`src/rtl/alu_seq.sv`:
```
// Multi-cycle signed ALU: add/sub resolve in one step, multiply and divide run
// iteratively over N cycles, then a FIX cycle applies signs and overflow.
module alu_seq #(
  parameter int N    = 16,
  parameter int AC_N = 3
) (
  input  logic            clk,
  input  logic            rst_n,
  input  logic            in_valid,
  output logic            in_ready,
  input  logic [N-1:0]    A,
  input  logic [N-1:0]    B,
  input  logic [AC_N-1:0] cmd,
  output logic            out_valid,
  input  logic            out_ready,
  output logic [N-1:0]    C,
  output logic            ov,
  output logic            dz,
  output logic            inv
);

  localparam int CW = (N > 1) ? $clog2(N) : 1;

  localparam logic [AC_N-1:0] AC_AD = AC_N'(0);
  localparam logic [AC_N-1:0] AC_SB = AC_N'(1);
  localparam logic [AC_N-1:0] AC_MU = AC_N'(2);
  localparam logic [AC_N-1:0] AC_DI = AC_N'(3);
  localparam logic [AC_N-1:0] AC_RM = AC_N'(4);

  typedef enum logic [1:0] {IDLE, CALC, FIX, DONE} state_t;

  state_t state, state_nxt;

  logic [N-1:0]    hi, lo, m;
  logic [CW-1:0]   cnt;
  logic [AC_N-1:0] op;
  logic            sa, sb;

  logic            accept, b_zero, go_calc;
  logic [N-1:0]    abs_a, abs_b, add_r, sub_r;
  logic [N-1:0]    fast_c, fix_c;
  logic            fast_ov, fast_dz, fast_inv, fix_ov;
  logic [N:0]      mul_sum, div_shift, div_diff;
  logic [2*N-1:0]  prod, prod_s;
  logic            prod_neg;
  logic [N-1:0]    quo_s, rem_s;

  assign in_ready  = (state == IDLE);
  assign out_valid = (state == DONE);
  assign accept    = in_valid & in_ready;
  assign b_zero    = (B == '0);
  assign go_calc   = (cmd == AC_MU) | (((cmd == AC_DI) | (cmd == AC_RM)) & ~b_zero);

  // Magnitudes are N-bit unsigned so that |MIN| = 2^(N-1) is representable.
  assign abs_a = A[N-1] ? -A : A;
  assign abs_b = B[N-1] ? -B : B;
  assign add_r = A + B;
  assign sub_r = A - B;

  always_ff @(posedge clk or negedge rst_n) begin
    if (!rst_n) state <= IDLE;
    else        state <= state_nxt;
  end

  always_comb begin
    state_nxt = state;
    case (state)
      IDLE:    if (accept) state_nxt = go_calc ? CALC : DONE;
      CALC:    if (cnt == '0) state_nxt = FIX;
      FIX:     state_nxt = DONE;
      DONE:    if (out_ready) state_nxt = IDLE;
      default: state_nxt = IDLE;
    endcase
  end

  always_comb begin
    fast_c   = '0;
    fast_ov  = 1'b0;
    fast_dz  = 1'b0;
    fast_inv = 1'b0;
    case (cmd)
      AC_AD: begin
        fast_c  = add_r;
        fast_ov = (A[N-1] == B[N-1]) && (add_r[N-1] != A[N-1]);
      end
      AC_SB: begin
        fast_c  = sub_r;
        fast_ov = (A[N-1] != B[N-1]) && (sub_r[N-1] != A[N-1]);
      end
      AC_MU: ;
      AC_DI: begin
        fast_c  = '1;
        fast_dz = 1'b1;
      end
      AC_RM: begin
        fast_c  = A;
        fast_dz = 1'b1;
      end
      default: fast_inv = 1'b1;
    endcase
  end

  // hi:lo is the running product for MU, and remainder:quotient for DI/RM.
  assign mul_sum   = {1'b0, hi} + (lo[0] ? {1'b0, m} : '0);
  assign div_shift = {hi, lo[N-1]};
  assign div_diff  = div_shift - {1'b0, m};

  assign prod     = {hi, lo};
  assign prod_neg = (sa ^ sb) & (|prod);
  assign prod_s   = prod_neg ? -prod : prod;
  assign quo_s    = (sa ^ sb) ? -lo : lo;
  assign rem_s    = sa ? -hi : hi;

  always_comb begin
    fix_c  = '0;
    fix_ov = 1'b0;
    case (op)
      AC_MU: begin
        fix_c  = prod_s[N-1:0];
        fix_ov = ~((&prod_s[2*N-1:N-1]) | ~(|prod_s[2*N-1:N-1]));
      end
      AC_DI: begin
        fix_c  = quo_s;
        fix_ov = ~(sa ^ sb) & lo[N-1];
      end
      AC_RM:   fix_c = rem_s;
      default: ;
    endcase
  end

  always_ff @(posedge clk or negedge rst_n) begin
    if (!rst_n) begin
      hi  <= '0;
      lo  <= '0;
      m   <= '0;
      cnt <= '0;
      op  <= '0;
      sa  <= 1'b0;
      sb  <= 1'b0;
      C   <= '0;
      ov  <= 1'b0;
      dz  <= 1'b0;
      inv <= 1'b0;
    end else begin
      case (state)
        IDLE: if (accept) begin
          op  <= cmd;
          sa  <= A[N-1];
          sb  <= B[N-1];
          cnt <= CW'(N - 1);
          hi  <= '0;
          if (cmd == AC_MU) begin
            m  <= abs_a;
            lo <= abs_b;
          end else begin
            m  <= abs_b;
            lo <= abs_a;
          end
          if (!go_calc) begin
            C   <= fast_c;
            ov  <= fast_ov;
            dz  <= fast_dz;
            inv <= fast_inv;
          end
        end
        CALC: begin
          cnt <= cnt - 1'b1;
          if (op == AC_MU) begin
            hi <= mul_sum[N:1];
            lo <= {mul_sum[0], lo[N-1:1]};
          end else if (!div_diff[N]) begin
            hi <= div_diff[N-1:0];
            lo <= {lo[N-2:0], 1'b1};
          end else begin
            hi <= div_shift[N-1:0];
            lo <= {lo[N-2:0], 1'b0};
          end
        end
        FIX: begin
          C   <= fix_c;
          ov  <= fix_ov;
          dz  <= 1'b0;
          inv <= 1'b0;
        end
        default: ;
      endcase
    end
  end

endmodule

```
`config.mk`:
```
export PLATFORM = sky130hd
export DESIGN_NAME = alu_seq
export DESIGN_NICKNAME = d
export VERILOG_FILES = /design/src/rtl/alu_seq.sv
export SDC_FILE = /design/constraint.sdc
export NUM_CORES = 1
export LEC_CHECK = 0
export ABC_AREA = 1
export BUFFER_PORTS_ARGS = -buffer_cell sky130_fd_sc_hd__buf_2
export CAP_MARGIN = 0
export CELL_PAD_IN_SITES_DETAIL_PLACEMENT = 1
export CELL_PAD_IN_SITES_GLOBAL_PLACEMENT = 2
export CORE_MARGIN = 2
export CORE_UTILIZATION = 31
export CTS_BUF_LIST = sky130_fd_sc_hd__clkbuf_8
export CTS_CLUSTER_SIZE = 20
export DETAILED_ROUTE_END_ITERATION = 8
export HOLD_SLACK_MARGIN = 0.1
export MAX_ROUTING_LAYER = met4
export PLACE_DENSITY_LB_ADDON = 0.1
export SLEW_MARGIN = 30
export SYNTH_ARGS = -nofsm -noshare
export SYNTH_HDL_FRONTEND = slang
export SYNTH_SLANG_ARGS = --single-unit
export TNS_END_PERCENT = 5
```
`constraint.sdc`:
```
create_clock -name clk -period 2.6 [get_ports clk]
set_clock_uncertainty 0.15 [all_clocks]
set_input_delay 0 -clock clk [delete_from_list [all_inputs] [get_ports clk]]
set_output_delay 0 -clock clk [all_outputs]
set_load 0.05 [all_outputs]
```
==> summary.md, run 1 <==
| Metric | Value |
|---|---|
| Cell variety after synth | 51 |
| Critical path endpoint category | flip-flop |
| Core ar. | about 0.033 mm^2 |
| # IOs | 60 |
| Register clock-pin slew on the reported worst setup and hold paths | 90 ps |
| Hold Fails Final Rpt | 0 |
| Routed WL per cell | 20.4 um |
| Detail Route Antenna Nets | 0 |
| Share of cells above drive strength 1 | 23.5% |
| Port Buffers | 59 |
| Post-synthesis sequential area ratio | 19.0% |
| Via/cell ratio | 5.21 |
| Largest net degree at the start of global routing | 42 |
| Vias in the first global route | 13004 |
| Int Power | just over 7 mW |
| Cell taking the most area after synthesis | dfrtp_1 |
| FF-to-FF End | hi[10]$_DFFE_PN0P_ |
| Nets | ~2100 |
| Async S/R FF share, synth | 100% |
| R2R Path Start | lo[15]$_DFFE_PN0P_ |
| Synth Register Bits | between 70 and 80 |
| Ant diodes | 0 |
| R2r setup slk | -50 ps |
| Comb power frac | 79.9% |
| Initial antenna violation count | 0 |
| Die Area | 0.0346 mm^2 |
| Mapped Nets | around 1800 |
| Layout area overhead | 34.8% |
| First-pass GRT wire length | 76.0 mm |
| GP Congestion | 0.941 |
| Synth top area share | 19.0% |
| Synth Cell Area | 0.0103 mm^2 |
| Initial core utilization | 31.5% |
| TritonRoute pass-1 iters | 4 |
| Worst setup endpoint | hi[10]$_DFFE_PN0P_ |
| Top cells by count, synth | nand2_1 (372), inv_1 (204), nor2_1 (199), a21oi_1 (150), o21ai_0 (141) |
| CTS tree | yes |
| Data required time at the worst endpoint | 2740 ps |
| Num CTS Buffers | 9 |
| Max-cap violations | 0 |
| CP max FO | 2 |
| Warnings, synthesis | 0 |
| Critical Path Source Type | flip-flop |
| Worst hold path class | in2reg |
| Slew @ Worst Pin | 632 ps |
| Psw | 9.87 mW |
| Via Count | 12600 |
| Tot GR Track Use | between 20% and 30% |
| Width of the chip | ~190 um |
| Rel. slew slack | between 50% and 60% |
| Routed Wire Length | 49.3 mm |
| Worst Reg-to-Reg Cells | 16 |
| Worst vdd ir | 655 uV |
| CP startpoint | lo[15]$_DFFE_PN0P_ |
| Post-Place Worst Slack | -202 ps |
| Synth Flop Type | dfrtp_1 |
| Most area-consuming cells after synthesis | dfrtp_1 (19%), nand2_1 (14%), ha_1 (8.7%), inv_1 (7.5%), a21oi_1 (7.3%) |
| RSZ-0062 raised after global routing | true |
| Switch share | roughly 58% |
| Clk root buf | clkbuf_8 |
| Clock buffer depth | 2 |
| Clock H-tree levels | 3 |
| EDFF count, synth | 0 |
| Max Fclk | 377 MHz |
| Clk pwr share | 5.7% |
| Hold Crit Depth | 5 |
| Seq pwr share | around 14% |
| Clock tree sinks | 78 |
| Pleak | 6.79 nW |
| Setup ws final | -52.0 ps |
| Total gr overflow | 0 |
| Status | finished with violations |
| Clock Latency Late Sink | approximately 410 ps |
| Slew Viols, Final | 0 |
| DRC violations left | 0 |
| Starting DRT DRC Count | 613 |
| Mean post-synth cell area | 6.05 um^2 |
| Post-DP HPWL | ~40 mm |
| # setup viols final | 5 |
| Most frequent cell after synthesis | nand2_1 |
| Core Rows | 66 |
| Power Density | 1230 mW/mm^2 |
| Setup CP Type | reg2reg |
| Crit path DAT | 2790 ps |
| Fin crit period | 2650 ps |
| Post-Layout Inst Area | between 0.01 and 0.015 mm^2 |
| Crit share post-route | 102% |
| Failing checks | setup timing |
| Post-Syn Instances | 1696 |
| Final setup TNS | -146 ps |
| Die height | 186 um |
| Placed cell area | 0.0123 mm^2 |
[flip-flops by register name (all words and copies together), names as in the netlist]
register,cells
C,16
cnt,4
dz,1
hi,16
inv,1
lo,16
m,16
op,3
ov,1
sa,1
sb,1
state,2
[critical path, cell delays in order, from the launching register on]
cell and delay (ps):
dfrtp_2 420, inv_2 80, ha_4 130, inv_2 40, fa_2 370, nand3_2 80
nand3_2 90, nand2_2 80, nand3_2 90, nand2_2 110, buf_4 120, nor2_1 40
o21ai_1 190, xor2_1 260, nor2_1 90, nor2_1 120, o21ai_1 80
[area by class of cell]
type,instances,area (um^2)
Clock buffer,9,124
Timing Repair Buffer,326,2510
Inverter,221,836
Sequential cell,78,1960
Tap cell,442,553
Multi-Input combinational cell,1336,7770
Clock inverter,7,72.6
Fill cell,4345,18800
[stage by stage]
stage                     std cells  utilization [%]  total power [mW]  hold slack (ps)
final                          2419             42.4              17.1             91.4
after global routing           2419             42.4              18.6              150
after CTS                      2402             40.5              16.1              105
after detailed placement       2329             37.8              14.6             -103
after global placement         2329             37.8              14.4            -98.9
after floorplan                1696                -              9.76             -446
[logic make-up after synthesis]
logic type	share of synthesized area [%]
AND/OR/NAND/NOR	32.9
AO/OA/AOI/OAI	23.0
buffers and inverters	11.0
flip-flops	19.0
adder cells (fa/ha/maj)	9.43
XOR/XNOR	4.78
[worst min path at each step]
stage	start	end	slack, ps
after floorplan	rst_n	C[0]$_DFFE_PN0P_	-450
after global placement	rst_n	m[12]$_DFFE_PN0P_	-100
after detailed placement	rst_n	m[12]$_DFFE_PN0P_	-100
after CTS	A[10]	m[10]$_DFFE_PN0P_	100
after global routing	B[0]	lo[0]$_DFFE_PN0P_	150
final	B[0]	lo[0]$_DFFE_PN0P_	90
[cell usage in the layout (no fill, tap or decap), drive strengths merged, types with 16 or more instances in the layout]
master       instances
ha                  71
dfrtp               78
nor3                31
buf                274
nand2              385
o21ai              166
nand4               16
inv                222
dlygate4sd3         51
nor2               214
o211ai              23
a21oi              150
nand3              126
a31oi               24
xor2                49
[layer usage]
metal  wire length [um]  GRT usage (%)
met1              22400           37.7
met3               1230           2.25
met2              24100           51.0
met4               1490           9.45
met5                  0              -
[timing repair]
action	CTS	global route
buffers inserted	3	16
setup endpoints to repair	23	43
pin swaps	9	43
hold buffers	53	0
cloned	1	1
gates resized for setup	25	140
hold endpoints to repair	113	0
[power by group through the flow]
stage	clock, mW	sequential, mW	combinational (mW)
finish	0.978	2.45	13.7
global route	1.05	2.51	15.0
CTS	1.02	2.41	12.7
detailed placement	0	2.43	12.2
global placement	0	2.41	12.0
floorplan	0	2.77	6.99
No activity file was read; power rests on OpenSTA's default activity.
==> run 2, diff against run 1 <==
- clock period: 2.6 -> 2.4 ns (I/O delays scaled with it)
==> run 2 against run 1 <==
The flow still finishes with violations (setup timing). Worst hold slack improved by 33 ps. Clock power is 9% higher. First-iteration DRC count is 18% higher. Sequential power rose by 6%. Largest cell class unchanged. Largest power group unchanged.
==> summary.md, run 2 (synthesis results as in run 1) <==
| Metric | Value |
|---|---|
| Status | finished with violations |
| Failing checks | setup timing |
| Clk root buf | clkbuf_8 |
| Starting DRT DRC Count | 726 |
| Crit share post-route | 108% |
| Tot GR Track Use | 30.9% |
| Fin crit period | 2600 ps |
| Crit path max-delay family | simple AND/OR/NAND/NOR gates |
| # IOs | 60 |
| Post-DP HPWL | 42.1 mm |
| Setup ws final | -200 ps |
| Critical Path Source Type | flip-flop |
| Vias in the first global route | 13686 |
| Num CTS Buffers | 9 |
| Critical path cell sequence | inv_4 -> ha_4 -> inv_4 -> fa_2 -> nand3_2 -> nand3_2 -> nand2_2 -> nand3_2 -> nand2_2 -> o21ai_4 -> nand3_4 -> nand2_4 -> nand2_8 -> buf_6 -> nand3_1 -> nand2_1 -> nand2_1 -> nand3_2 -> nand2_1 |
| Nets | 2222 |
| Hold path start | B[10] |
| CTS tree | yes |
| DRC violations left | 0 |
| Most common cell on crit path | nand3_2 |
| Most frequent cells in the layout | nand2_1 (350), buf_4 (348), inv_1 (192) |
| Setup CP Type | reg2reg |
| R2r setup slk | -200 ps |
| Max Fclk | 385 MHz |
| Post-Layout Inst Area | 0.0150 mm^2 |
| Hold Crit Endpoint | m[10]$_DFFE_PN0P_ |
| Via/cell ratio | approximately 5.2 |
| TritonRoute pass-1 iters | 6 |
| Commonest non-fill, non-tap cell in the layout | nand2_1 |
| Die height | 186 um |
| Initial antenna violation count | 0 |
| Bufs and invs on worst path | 3 |
| Layout area overhead | 46.4% |
| # setup viols final | 25 |
| Post-Place Worst Slack | -399 ps |
| Worst Reg-to-Reg Cells | 19 |
| Via Count | 13161 |
| Slew @ Worst Pin | 651 ps |
| Hold Crit Depth | 7 |
| Filler cells | 4321 |
| Hold WS | 124 ps |
| Clock buffer depth | 2 |
| Core Util, Final | 46.1% |
| Core Rows | 66 |
| First-pass GRT wire length | 78.2 mm |
| Hold Fails Final Rpt | 0 |
| Clock tree sinks | 78 |
| Critical path endpoint category | flip-flop |
| CP max FO | 4 |
| Fin cells | 2555 |
| Routed Wire Length | 51.1 mm |
| Power Density | 1360 mW/mm^2 |
| Worst hold path class | in2reg |
| Detail Route Antenna Nets | 0 |
| Inst Count DP | between 2000 and 2500 |
| Ant diodes | 0 |
| Crit path DAT | 2750 ps |
| Worst vdd ir | roughly 740 uV |
| Largest net degree at the start of global routing | between 40 and 50 |
| Clock H-tree levels | 3 |
| Placed cell area | roughly 0.014 mm^2 |
| Data required time at the worst endpoint | 2550 ps |
| Slew Viols, Final | 0 |
| Share of cells above drive strength 1 | 29.8% |
| Die Area | 0.0346 mm^2 |
| Core ar. | 0.0326 mm^2 |
| Width of the chip | 186 um |
| RSZ-0062 raised after global routing | true |
| Initial core utilization | a little under a third |
| Pleak | 7.50 nW |
| R2R Path Start | lo[15]$_DFFE_PN0P_ |
| Rel. slew slack | 56.4% |
| Port Buffers | 59 |
| Max-cap violations | 0 |
| FF-to-FF End | hi[13]$_DFFE_PN0P_ |
| GP Congestion | roughly 0.93 |
| Total gr overflow | 0 |
| Clock Latency Late Sink | 410 ps |
| Crit path max-delay cell type | dfrtp_2 |
| Routed WL per cell | 20.0 um |
| Worst stage delay on the critical path | 430 ps |
| Register clock-pin slew on the reported worst setup and hold paths | 100 ps |
-- run 2: changes by cell type in the layout (fill, tap and decap cells not counted), moves of 5 or more --
cell           delta
dlygate4sd3_1    -10
buf_12            +5
o21ai_2           -5
buf_4           +144
a21oi_2           +6
nand2_2           +8
nand2_1          -10
-- run 2: what timing repair did --
| item | CTS | global route |
|---|---|---|
| pin swaps | 25 | 49 |
| gates resized for setup | 67 | 113 |
| setup buffers | 4 | 11 |
| gates cloned | 1 | 1 |
| hold buffers | 42 | 0 |
| endpoints found under the hold margin | 104 | 0 |
| setup endpoints to repair | 32 | 42 |
-- run 2: worst register-to-register path, cell delays in order, from the launching register on --
cell and delay (ps):
dfrtp_2 430, inv_4 60, ha_4 130, inv_4 30, fa_2 360, nand3_2 80, nand3_2 90, nand2_2 70
nand3_2 90, nand2_2 130, o21ai_4 70, nand3_4 120, nand2_4 70, nand2_8 130, buf_6 130, nand3_1 60
nand2_1 100, nand2_1 70, nand3_2 70, nand2_1 50
-- run 2: how the worst max path moves through the flow --
| stage | end | start | cells past startpoint | slack, ps |
|---|---|---|---|---|
| after global placement | C[8]$_DFFE_PN0P_ | hi[1]$_DFFE_PN0P_ | 11 | -380 |
| after global routing | hi[13]$_DFFE_PN0P_ | lo[15]$_DFFE_PN0P_ | 19 | -330 |
| after CTS | hi[2]$_DFFE_PN0P_ | lo[15]$_DFFE_PN0P_ | 18 | -140 |
| after floorplan | hi[1]$_DFFE_PN0P_ | lo[15]$_DFFE_PN0P_ | 19 | -140 |
| after detailed placement | C[8]$_DFFE_PN0P_ | hi[1]$_DFFE_PN0P_ | 11 | -400 |
| final | hi[13]$_DFFE_PN0P_ | lo[15]$_DFFE_PN0P_ | 19 | -200 |
-- run 2: final cells by class --
type	count	area [um^2]	area share (%)
Sequential cell	78	1960	13.1
Clock buffer	9	124	0.824
Timing Repair Buffer	462	3580	23.8
Tap cell	442	553	3.68
Inverter	221	845	5.62
Multi-Input combinational cell	1336	7890	52.5
Clock inverter	7	71.3	0.475
-- run 2: per-stage QoR --
step	setup TNS [ps]	power, mW
floorplan	-1840	10.6
global placement	-5740	17.3
detailed placement	-7660	17.7
CTS	-2290	19.5
global route	-6920	22.1
finish	-2870	20.4
-- run 2: per-layer routing --
layer	GRT usage [%]	wire length [um]	up-vias
met2	52.4	25000	244
met5	-	0	-
li1	-	-	6445
met3	3.48	1650	81
met1	37.9	22700	6391
met4	11.1	1780	0
-- run 2: report_power, final --
group | switching (mW) | leakage [nW] | internal [mW]
logic | 9.95 | 6.47 | 6.81
registers | 0.635 | 0.927 | 1.96
clock network | 0.652 | 0.103 | 0.416
==> run 3, diff against run 2 <==
- CTS_CLUSTER_SIZE: 20 -> unset
- REMOVE_ABC_BUFFERS: unset -> 1
==> run 3 against run 2 <==
The run still ends with setup timing left. Via count shrank 0.74%. Non-clock buffer count shrank 35. Flip-flop and latch count is the same. Critical path depth shrank 4. First-iteration DRC count shrank 4.3%. Combinational power is essentially flat. Worst hold slack gained 13 ps. Largest power group unchanged. Highest routed layer unchanged.
==> summary.md, run 3 (synthesis results as in run 1) <==
| Metric | Value |
|---|---|
| Routed WL per cell | 20.6 um |
| RSZ-0062 raised after global routing | true |
| Commonest non-fill, non-tap cell in the layout | nand2_1 |
| Critical Path Source Type | flip-flop |
| Largest net degree at the start of global routing | ~40 |
| Initial core utilization | about a third |
| Seq pwr share | 12.9% |
| Core Rows | 66 |
| First-pass GRT wire length | 79.3 mm |
| TritonRoute pass-1 iters | 4 |
| Nets | between 2000 and 2500 |
| Routed Wire Length | 52.0 mm |
| Hold Fails Final Rpt | 0 |
| Crit path max-delay cell type | dfrtp_1 |
| Crit path DAT | 2740 ps |
| Total chip power | between 20 and 25 mW |
| CP startpoint | lo[0]$_DFFE_PN0P_ |
| Comb power frac | 81.9% |
| Slew Viols, Final | 0 |
| DRC violations left | 0 |
| Setup ws final | -167 ps |
| CTS tree | yes |
| Status | finished with violations |
| Rel. slew slack | about half |
| Port Buffers | 59 |
| Die height | ~190 um |
| Slew @ Worst Pin | 739 ps |
| Bufs and invs on worst path | 3 |
| R2R Path Start | lo[0]$_DFFE_PN0P_ |
| Post-Layout Inst Area | 0.0146 mm^2 |
| Clock Latency Late Sink | around 400 ps |
| Core ar. | 0.0326 mm^2 |
| Inst Count DP | between 2000 and 2500 |
| Critical path cell sequence | buf_6 -> nand2_1 -> inv_1 -> ha_4 -> a21oi_1 -> o21ai_0 -> a21oi_1 -> o21ai_2 -> inv_1 -> nor2_1 -> nor2_1 -> nand2_1 -> nand3_1 -> nand3_2 -> o21ai_1 |
| Core Util, Final | 44.8% |
| GP Congestion | 0.948 |
| Filler cells | around 4300 |
| Worst stage delay on the critical path | 440 ps |
| R2r setup slk | -170 ps |
| Initial antenna violation count | 0 |
| Layout area overhead | 42.2% |
| Vias in the first global route | 13782 |
| Critical path endpoint category | flip-flop |
| Power Density | 1390 mW/mm^2 |
| Crit share post-route | 107% |
| Fin crit period | ~2600 ps |
| Switch share | 55.3% |
| Hold path start | B[15] |
| Clock tree sinks | 78 |
| Post-Place Worst Slack | -379 ps |
| CP max FO | 5 |
| Placed cell area | 0.0132 mm^2 |
| Failing checks | setup timing |
| Hold WS | 137 ps |
| Setup CP Type | reg2reg |
| Clock H-tree levels | 3 |
| Die Area | around 0.035 mm^2 |
| Worst vdd ir | 713 uV |
| Fin cells | about 2500 |
| Via Count | 13063 |
| Via/cell ratio | 5.18 |
| Clk root buf | clkbuf_8 |
| Most frequent cells in the layout | nand2_1 (352), buf_4 (320), inv_1 (195) |
| Detail Route Antenna Nets | 0 |
| Clk pwr share | 5.3% |
| Worst hold path class | in2reg |
| # IOs | 60 |
| Multi-input logic area | 0.00781 mm^2 |
| Crit path max-delay family | compound AO/OA/AOI/OAI gates |
| Max-cap violations | 0 |
| Share of cells above drive strength 1 | between 20% and 30% |
| Num CTS Buffers | 9 |
| Post-DP HPWL | about 42 mm |
| Pleak | 7.31 nW |
| Int Power | just over 9 mW |
| Data required time at the worst endpoint | 2580 ps |
| Max Fclk | about 390 MHz |
| Width of the chip | ~190 um |
| Register clock-pin slew on the reported worst setup and hold paths | ~100 ps |
| Clock buffer depth | 2 |
| Tot GR Track Use | 31.5% |
| Final setup TNS | -3290 ps |
| # setup viols final | 25 |
| Register area | between 0.0015 and 0.002 mm^2 |
| Total gr overflow | 0 |
| Starting DRT DRC Count | 695 |
| Psw | 11.2 mW |
| Ant diodes | 0 |
[run 3: cell types whose count changed in the layout (fill, tap and decap cells not counted), sizes merged]
cell | before | now
buf | 420 | 391
nand2 | 385 | 386
inv | 223 | 217
dlygate4sd3 | 41 | 36
bufinv | 0 | 1
clkinv | 5 | 7
clkinvlp | 0 | 2
o21ai | 166 | 167
[run 3: area by class of cell]
| type | instances | area share [%] |
|---|---|---|
| Clock inverter | 6 | 0.429 |
| Clock buffer | 10 | 0.943 |
| Multi-Input combinational cell | 1338 | 53.5 |
| Tap cell | 442 | 3.79 |
| Timing Repair Buffer | 427 | 22.1 |
| Sequential cell | 78 | 13.5 |
| Inverter | 221 | 5.73 |
[run 3: what timing repair did]
| item | 4_1_cts | 5_1_grt |
|---|---|---|
| endpoints found under the setup margin | 32 | 35 |
| pin swaps | 23 | 42 |
| hold buffers | 37 | 0 |
| buffers inserted | 15 | 3 |
| hold endpoints to repair | 106 | 0 |
| gates cloned | 3 | 2 |
| gates resized for setup | 72 | 90 |
[run 3: per-layer routing]
metal,global-route usage (%),share of wire [%],up-vias
li1,-,-,6402
met1,37.3,44,6361
met2,56.0,50,211
met3,1.76,1.8,89
met4,12.4,4.3,0
met5,-,0,-
[run 3: path summary, 6_finish.rpt]
kind	endpoint	depth (start not counted)
min	sb$_DFFE_PN0P_	4
max	hi[9]$_DFFE_PN0P_	15
min in group asynchronous	lo[4]$_DFFE_PN0P_	4
min reg2reg	cnt[2]$_DFFE_PN0P_	2
max reg2reg	hi[9]$_DFFE_PN0P_	15
max in group asynchronous	m[0]$_DFFE_PN0P_	4
[run 3: power groups by stage]
stage	Sequential [mW]	Combinational, mW	Clock, mW
final	2.60	16.6	1.07
after global routing	2.68	18.1	1.12
after CTS	2.58	15.8	1.09
after detailed placement	2.57	14.7	0
after global placement	2.56	14.5	0
after floorplan	3.08	7.11	0
[run 3: tightest hold or removal path: cells and delay by family]
family | cells | cell delay [ps]
AO/OA/AOI/OAI | 1 | 140
buffers and inverters | 3 | 500
